[src/rtl/uart_pkg.sv]
// Shared UART definitions: receiver state encoding, frame constants and baud divisor helper.
package uart_pkg;

  localparam int unsigned DATA_BITS = 8;

  typedef enum logic [2:0] {
    StIdle,
    StStart,
    StData,
    StParity,
    StStop
  } rx_state_e;

  // Integer baud divisor; truncation is intentional (434 at 50 MHz / 115200).
  function automatic int unsigned clks_per_bit(input int unsigned clk_freq,
                                               input int unsigned baud_rate);
    return clk_freq / baud_rate;
  endfunction

endpackage

[src/rtl/sync_fifo.sv]
// Synchronous first-word-fall-through FIFO with binary pointers carrying an extra wrap bit.
// A push into a full FIFO is accepted only when a pop happens in the same cycle.
module sync_fifo #(
  parameter int unsigned Width = 8,
  parameter int unsigned Aw    = 4
) (
  input  logic             clk_i,
  input  logic             rst_i,
  input  logic             push_i,
  input  logic [Width-1:0] wdata_i,
  input  logic             pop_i,
  output logic [Width-1:0] rdata_o,
  output logic             full_o,
  output logic             empty_o,
  output logic [Aw:0]      count_o,
  output logic             overflow_o
);

  localparam int unsigned Depth = 2 ** Aw;

  logic [Width-1:0] mem_q [Depth];
  logic [Aw:0]      wr_ptr_q, wr_ptr_d;
  logic [Aw:0]      rd_ptr_q, rd_ptr_d;
  logic             pop_ok, push_ok;

  // Status, handshake qualification and head-of-queue view.
  always_comb begin
    empty_o    = (wr_ptr_q == rd_ptr_q);
    full_o     = (wr_ptr_q[Aw] != rd_ptr_q[Aw]) && (wr_ptr_q[Aw-1:0] == rd_ptr_q[Aw-1:0]);
    pop_ok     = pop_i && !empty_o;
    push_ok    = push_i && (!full_o || pop_ok);
    overflow_o = push_i && !push_ok;
    count_o    = wr_ptr_q - rd_ptr_q;
    // Drive zero when empty so the output never shows stale storage.
    rdata_o    = empty_o ? '0 : mem_q[rd_ptr_q[Aw-1:0]];
    wr_ptr_d   = push_ok ? wr_ptr_q + 1'b1 : wr_ptr_q;
    rd_ptr_d   = pop_ok ? rd_ptr_q + 1'b1 : rd_ptr_q;
  end

  // Pointer registers.
  always_ff @(posedge clk_i) begin
    if (rst_i) begin
      wr_ptr_q <= '0;
      rd_ptr_q <= '0;
    end else begin
      wr_ptr_q <= wr_ptr_d;
      rd_ptr_q <= rd_ptr_d;
    end
  end

  // Storage write; a full-FIFO push with pop reuses the slot being read out this cycle.
  always_ff @(posedge clk_i) begin
    if (push_ok) begin
      mem_q[wr_ptr_q[Aw-1:0]] <= wdata_i;
    end
  end

endmodule

[src/rtl/uart_rx_fifo.sv]
// UART receiver (8N1, or 8E1 when UART_RX_PARITY_EN is defined) feeding a FWFT byte FIFO.
// The RX line is double-flopped, then a mid-bit sampling FSM deserialises frames and pushes
// good bytes; bad frames raise a one-cycle error pulse in the stop-sample cycle.
module uart_rx_fifo
  import uart_pkg::*;
#(
  parameter int unsigned CLK_FREQ  = 50000000,
  parameter int unsigned BAUD_RATE = 115200,
  parameter int unsigned FIFO_AW   = 4
) (
  input  logic               clk,
  input  logic               rst,
  input  logic               rx,
  output logic [7:0]         m_data,
  output logic               m_valid,
  input  logic               m_ready,
  output logic [FIFO_AW:0]   fifo_count,
  output logic               frame_err,
`ifdef UART_RX_PARITY_EN
  output logic               parity_err,
`endif
  output logic               overflow
);

  localparam int unsigned ClksPerBit = clks_per_bit(CLK_FREQ, BAUD_RATE);
  localparam int unsigned CntW       = $clog2(ClksPerBit + 1);
  localparam logic [CntW-1:0] CntBitEnd = CntW'(ClksPerBit - 1);
  localparam logic [CntW-1:0] CntHalf   = CntW'(ClksPerBit / 2 - 1);
  localparam logic [2:0]      LastBit   = 3'(DATA_BITS - 1);

  logic                 rx_meta_q, rx_s_q;
  rx_state_e            state_q, state_d;
  logic [CntW-1:0]      cnt_q, cnt_d;
  logic [2:0]           bit_idx_q, bit_idx_d;
  logic [DATA_BITS-1:0] shift_q, shift_d;
  logic                 push, fe_raw;
  logic                 fifo_full, fifo_empty;
`ifdef UART_RX_PARITY_EN
  logic                 par_bit_q, par_bit_d;
  logic                 pe_raw;
`endif

  // Two-flop synchroniser for the asynchronous line; resets to idle-high.
  always_ff @(posedge clk) begin
    if (rst) begin
      rx_meta_q <= 1'b1;
      rx_s_q    <= 1'b1;
    end else begin
      rx_meta_q <= rx;
      rx_s_q    <= rx_meta_q;
    end
  end

  // Frame FSM next-state: mid-bit sampling off the baud counter.
  always_comb begin
    state_d   = state_q;
    cnt_d     = cnt_q;
    bit_idx_d = bit_idx_q;
    shift_d   = shift_q;
    push      = 1'b0;
    fe_raw    = 1'b0;
`ifdef UART_RX_PARITY_EN
    par_bit_d = par_bit_q;
    pe_raw    = 1'b0;
`endif
    unique case (state_q)
      StIdle: begin
        if (!rx_s_q) begin
          state_d = StStart;
          cnt_d   = '0;
        end
      end
      StStart: begin
        if (cnt_q == CntHalf) begin
          cnt_d = '0;
          // A start bit that has gone high by mid-bit was a glitch.
          if (!rx_s_q) begin
            state_d   = StData;
            bit_idx_d = '0;
          end else begin
            state_d = StIdle;
          end
        end else begin
          cnt_d = cnt_q + CntW'(1);
        end
      end
      StData: begin
        if (cnt_q == CntBitEnd) begin
          cnt_d            = '0;
          shift_d[bit_idx_q] = rx_s_q;
          if (bit_idx_q == LastBit) begin
`ifdef UART_RX_PARITY_EN
            state_d = StParity;
`else
            state_d = StStop;
`endif
          end else begin
            bit_idx_d = bit_idx_q + 3'd1;
          end
        end else begin
          cnt_d = cnt_q + CntW'(1);
        end
      end
      StParity: begin
`ifdef UART_RX_PARITY_EN
        if (cnt_q == CntBitEnd) begin
          cnt_d     = '0;
          par_bit_d = rx_s_q;
          state_d   = StStop;
        end else begin
          cnt_d = cnt_q + CntW'(1);
        end
`else
        state_d = StIdle;
`endif
      end
      StStop: begin
        if (cnt_q == CntBitEnd) begin
          // Leave mid-stop-bit so the next start edge is caught early.
          state_d = StIdle;
          cnt_d   = '0;
          if (!rx_s_q) begin
            fe_raw = 1'b1;
`ifdef UART_RX_PARITY_EN
          end else if (par_bit_q != ^shift_q) begin
            pe_raw = 1'b1;
`endif
          end else begin
            push = 1'b1;
          end
        end else begin
          cnt_d = cnt_q + CntW'(1);
        end
      end
      default: state_d = StIdle;
    endcase
  end

  // Frame FSM state register.
  always_ff @(posedge clk) begin
    if (rst) begin
      state_q   <= StIdle;
      cnt_q     <= '0;
      bit_idx_q <= '0;
      shift_q   <= '0;
`ifdef UART_RX_PARITY_EN
      par_bit_q <= 1'b0;
`endif
    end else begin
      state_q   <= state_d;
      cnt_q     <= cnt_d;
      bit_idx_q <= bit_idx_d;
      shift_q   <= shift_d;
`ifdef UART_RX_PARITY_EN
      par_bit_q <= par_bit_d;
`endif
    end
  end

  // Error pulses are suppressed while reset is asserted.
  always_comb begin
    frame_err = fe_raw && !rst;
`ifdef UART_RX_PARITY_EN
    parity_err = pe_raw && !rst;
`endif
  end

  sync_fifo #(
    .Width (DATA_BITS),
    .Aw    (FIFO_AW)
  ) u_fifo (
    .clk_i      (clk),
    .rst_i      (rst),
    .push_i     (push && !rst),
    .wdata_i    (shift_q),
    .pop_i      (m_ready),
    .rdata_o    (m_data),
    .full_o     (fifo_full),
    .empty_o    (fifo_empty),
    .count_o    (fifo_count),
    .overflow_o (overflow)
  );

  assign m_valid = !fifo_empty;

  logic unused_full;
  assign unused_full = fifo_full;

endmodule

[config.mk]
export PLATFORM = sky130hd
export DESIGN_NAME = uart_rx_fifo
export DESIGN_NICKNAME = d
export VERILOG_FILES = /design/src/rtl/uart_pkg.sv /design/src/rtl/sync_fifo.sv /design/src/rtl/uart_rx_fifo.sv
export SDC_FILE = /design/constraint.sdc
export NUM_CORES = 1
export LEC_CHECK = 0
export CAP_MARGIN = 20
export CORE_ASPECT_RATIO = 1.5
export CORE_MARGIN = 2
export CORE_UTILIZATION = 55
export DETAILED_ROUTE_END_ITERATION = 16
export PLACE_DENSITY_LB_ADDON = 0.05
export SLEW_MARGIN = 20
export SYNTH_ARGS = -nofsm -noshare
export SYNTH_HDL_FRONTEND = slang
export SYNTH_SLANG_ARGS = --single-unit
[constraint.sdc]
create_clock -name clk -period 3.15 [get_ports clk]
set_input_delay 0.63 -clock clk [delete_from_list [all_inputs] [get_ports clk]]
set_output_delay 0.63 -clock clk [all_outputs]
set_load 0.05 [all_outputs]
======== Word-level counts from Yosys, hierarchy flattened ========
Memory sizes are Yosys's and may differ from the RTL's. A register that Yosys moved wholly into a read port is not among the register bits.
Cells that the tools add are included.
operators by class
  add/sub/neg operators ................... 5
  multiply operators ...................... 0
  div/mod/pow operators ................... 0
  order comparisons ....................... 2
  equality and inequality tests ........... 16
  shift operators ......................... 0
  multiplexer cells ....................... 30
  bitwise operators ....................... 0
  reduce and logical (&&, ||, !) cells .... 20
operator list
  operator             number
  $mux 3               9
  $mux 9               3
  $pmux 9 s3           1
  $ne 2x2->1 const B   7
  $pmux 3 s4           1
  $add 5x1->5 const B  2
  $reduce_and 5->1     2
  $add 9x1->9 const B  1
  $eq 9x8->1 const B   1
  $eq 9x9->1 const B   1
  $mux 1               9
  $bwmux 8             1
  $mux 4               2
  $mux 8               1
  $logic_and 1x1->1    7
  $eq 3x3->1 const B   2
  $pmux 3 s2           1
  $eq 5x5->1           1
  $sub 5x5->5          1
  $eq 4x4->1           1
  $logic_not 1->1      4
  $lt 3x4->1 const B   1
  $reduce_and 2->1     2
  $add 3x1->3 const B  1
  other kinds (11)     11
word-level totals
  bits in registers ....................... 35
  latch bits .............................. 0
  memory bits (writable) .................. 128
  bits in read-only memories .............. 0
  input port bits ......................... 4
  output and inout bits ................... 16
  word-level logic and storage cells ...... 82
  memories ................................ 1
memories
  memory        depth  bits a word  read ports  clocked after Yosys merged registers in  wr ports  RTL line         text
  u_fifo.mem_q  16     8            1           1                                        1         sync_fifo.sv:21  logic [Width-1:0] mem_q [Depth];

======== Longest topological paths before layout ========
  depth after elaboration ................. 7
  mapped depth ............................ 8
  gate-level depth less buffers ........... 7

======== Modules after synthesis ========
A second synthesis with hierarchy kept.
second synthesis, totals
  cell total of the unflattened synthesis .. 467
  area, all modules ....................... 7201.9 um^2
by module, submodules not included
  module        instances  cells an instance  area an instance (um^2)  seq. area each (um^2)
  sync_fifo     1          306                5806.8                   4124.0
  uart_rx_fifo  1          161                1395.1                   500.5

======== Worst setup path after synthesis ========
No wires, ideal clock.
  kind .................................... input -> output
  start point ............................. in rst
  end point ............................... out frame_err
  data arrival time ....................... 2.727 ns
  data required time ...................... 2.520 ns
  setup slack ............................. -0.207 ns
  stages on the path ...................... 2
  buffers on the path ..................... 0
  cell sequence ........................... or4b_2 > nor4_1
on the way
  cells in the longest elaborated chain, start to end .. 2
ends and longest elaborated chain
  element            RTL line             text
  start, declared    uart_rx_fifo.sv:12   input logic rst,
  $logic_not 1->1    uart_rx_fifo.sv:162  frame_err = fe_raw && !rst;
  $logic_and 1x1->1  uart_rx_fifo.sv:162
  end, declared      uart_rx_fifo.sv:18   output logic frame_err,
No other way between the ends.

======== Final worst setup path ========
  start point ............................. in rst
  end point ............................... out overflow
on the way
  cells in the longest elaborated chain, start to end .. 5
ends and longest elaborated chain
  element              RTL line             text
  $logic_not 1->1 *    uart_rx_fifo.sv:174  .push_i (push && !rst),
  $logic_and 1x1->1 *  uart_rx_fifo.sv:174
  $logic_and 1x1->1    sync_fifo.sv:31      push_ok = push_i && (!full_o || pop_ok);
  $logic_not 1->1      sync_fifo.sv:32      overflow_o = push_i && !push_ok;
  $logic_and 1x1->1 *  sync_fifo.sv:32
  end, declared        uart_rx_fifo.sv:22   output logic overflow
Every way passes the cells marked *; elsewhere a longest branch is shown, timed or not.

==> metrics.csv <==
stage,metric,value,unit
sta,fin crit share,0.965,
worst_setup_path,critical path's slowest cell,or4b_2,
layout,fin area,8280,sq um
sta,Final Max Slew Viols,0,
drt,final WL,14400,um
drt,drt drc,0,
sta,Fin Hold WS,410,ps
logic_synthesis,Area contributors post-synth,"edfxtp_1 (55%), dfxtp_1 (11%), mux4_2 (10%)",
worst_setup_path,Critical Path AT,2410,ps
logic_synthesis,Syn. warnings,0,
placement,Placed Instances,648,
logic_synthesis,simple-gate share of the synthesized area,0.0938,
logic_synthesis,Seq cells post-synth,167,
drt,antenna-violating nets left,0,
drt,Max Used Layer,met4,
placement,dpl ws,-8.32,ps
clock_tree,Worst-path clk slew,60,ps
logic_synthesis,most common cell in the synthesized netlist,edfxtp_1,
worst_setup_path,required time of the critical path,2520,ps
layout,Synth-to-Final Area Change,18.2,%
logic_synthesis,synthesized area per cell,15.1,sq um
logic_synthesis,Post-Synth XOR/XNOR Area,0.00875,
layout,fin cells,680,
logic_synthesis,Yosys top cell area share,0.549,
grt,gr usage total,0.235,
power,Power per Cell Area,527,nW/um^2
power,Pleak,3.17,nW
layout,ant diodes,0,
drt,routed vias,3983,
job,max-cap viol count,0,
grt,largest net degree at the start of global routing,33,
logic_synthesis,Synth Area in Compound Gates,0.0493,
clock_tree,H-tree level count,4,
worst_setup_path,Critical Path Start Type,input pin,
clock_tree,number of post-CTS setup repair buffers,0,
placement,Port Buffers,19,
layout,final-stage net count,530,
clock_tree,total CTS buffers,17,
floorplan,die height,142,um
clock_tree,clk sink count,167,
clock_tree,hold-fix buffers at CTS,0,
logic_synthesis,post-synthesis mux area share,0.139,
drt,1st-pass router iterations,4,
floorplan,Die Footprint,13700,sq um
sta,Setup Skew,8.98,ps
sta,Peak Freq,329,MHz
worst_hold_path,worst hold path class,reg2reg,
logic_synthesis,number of synthesized flops with an enable pin,128,
drt,met2 wire length,7970,um
sta,slew margin rel.,0.419,
logic_synthesis,Synth top cells by count,"edfxtp_1 (128), dfxtp_1 (39), nand2_1 (36), mux4_2 (32), mux2i_1 (25)",
grt,vias in the first global route,4252,
power,Pwr Total,0.00436,W
drt,post-DR vias/cell,5.86,
placement,post-DP HPWL,9960,um
logic_synthesis,Synth cell types,46,
sta,crit path time final,3040,ps
logic_synthesis,Synth Instances,463,
sta,final hold vios,0,
grt,initial antenna violation count,0,
logic_synthesis,Syn Nets,482,
clock_tree,Root Buffer,clkbuf_16,
logic_synthesis,Post-Synth Adder-Cell Area,0.0279,
floorplan,Rows,50,
grt,total congestion overflow,0,
drt,Met3 Wirelength,494,um
floorplan,IO Pins,20,
worst_setup_path,max incr delay on CP,630,ps
logic_synthesis,asr flop ratio synth,0,
logic_synthesis,largest family of logic cells by synthesized area,multiplexers,
placement,routability cong.,0.854,
drt,initial DRC count,206,
floorplan,Die Width,96.1,um
worst_setup_path,CP max FO,3,
worst_setup_path,Crit Path Class,in2out,
floorplan,Core Region,12400,sq um
grt,first-pass GRT wire length,23100,um
worst_setup_path,Setup crit end kind,primary output,
layout,layout cell share with drive strength beyond 1,0.227,
logic_synthesis,top_reg_cell synth,edfxtp_1,
drt,WL met1,5600,um
drt,WL/cell,21.2,um
sta,RSZ-0062 raised after global routing,false,
clock_tree,clock tree buffer depth,2,
sta,setup slack after layout,110,ps
logic_synthesis,Yosys top cell by area,edfxtp_1,
worst_setup_path,critical path cell sequence,clkdlybuf4s50_1 > or4b_2 > or4_4 > nor2_4 > buf_12,
floorplan,Initial Util,0.563,
clock_tree,CTS tree,built,
power,peak ir drop on the vdd network,0.375,mV
placement,post-placement cell area,7690,sq um
clock_tree,worst skew pair latency,420,ps
logic_synthesis,Mapped Area,7000,sq um
sta,Tightest Pin Transition,872,ps
logic_synthesis,register area share after synthesis,0.660,
sta,final setup violation count,0,
outcome,outcome,"finished, final reports clean",
## worst max-delay path: cells and delay by family
family | cells | cell delay [ps]
AND/OR/NAND/NOR | 3 | 1210
buffers and inverters | 2 | 560
## path summary, 6_finish.rpt
kind / startpoint / to / slack, ps / cells past startpoint
max: rst / overflow / 110 / 5
min: rx_meta_q / rx_s_q / 410 / 1
max reg2reg: state_q[2] / u_fifo.mem_q[8][1] / 600 / 6
min reg2reg: rx_meta_q / rx_s_q / 410 / 1
## power by group
| part | total (W) | internal (W) | leakage, nW | switching, W |
|---|---|---|---|---|
| clock network | 0.00199 | 0.00111 | 0.272 | 0.000882 |
| registers | 0.00234 | 0.00234 | 1.80 | 0.00000330 |
| logic | 0.0000334 | 0.0000120 | 1.10 | 0.0000214 |
| total | 0.00436 | 0.00346 | 3.17 | 0.000907 |
## per-layer routing
metal | track usage | vias up
met5 | 0 | -
met2 | 0.406 | 90
met3 | 0.0588 | 19
li1 | - | 1895
met4 | 0.0940 | 0
met1 | 0.277 | 1979
## what timing repair did
item,in CTS,in global routing
endpoints found under the setup margin,3,11
endpoints found under the hold margin,0,0
pin swaps,0,0
resized for setup,3,6
## kinds of logic (layout without fill, tap and decap cells)
kind of cell | Yosys count | after routing
DFF | 167 | 167
and+or+nand+nor | 123 | 123
AOI/OAI and AO/OA | 57 | 57
muxes | 57 | 57
buffers and inverters | 37 | 98
adders and majority gates | 15 | 15
xor gates and xnor gates | 7 | 7
## metrics by stage
stage	util	setup TNS, ps
global route	0.665	0
CTS	0.663	0
global placement	0.617	-0.785
finish	0.665	0
detailed placement	0.617	-8.32
floorplan	-	0
## layout by cell type (no fill, tap or decap), types with 14 or more instances in the layout
master	instances
dfxtp_1	38
a21oi_1	22
clkbuf_16	17
ha_1	14
o22ai_1	15
and3_1	15
mux4_2	32
mux2i_1	25
nand2_1	35
buf_12	14
inv_1	16
nand3_1	14
buf_4	28
edfxtp_1	128
## flip-flops by register name, indices dropped and copies added, names as in the netlist, named ones only
name             count
bit_idx_q            3
u_fifo.mem_q       128
rx_meta_q            1
shift_q              8
cnt_q                9
u_fifo.wr_ptr_q      5
rx_s_q               1
u_fifo.rd_ptr_q      5
state_q              3
## area by class of cell
class,instances,area (sq um)
flip-flops and latches,167,4630
fillers,850,4170
multi-input cells,259,2250
repair buffers,50,573
clock buffers,17,425
well taps,156,195
clock inverters,15,145
inverters,16,60.1
(Power assumes the default switching activity.)
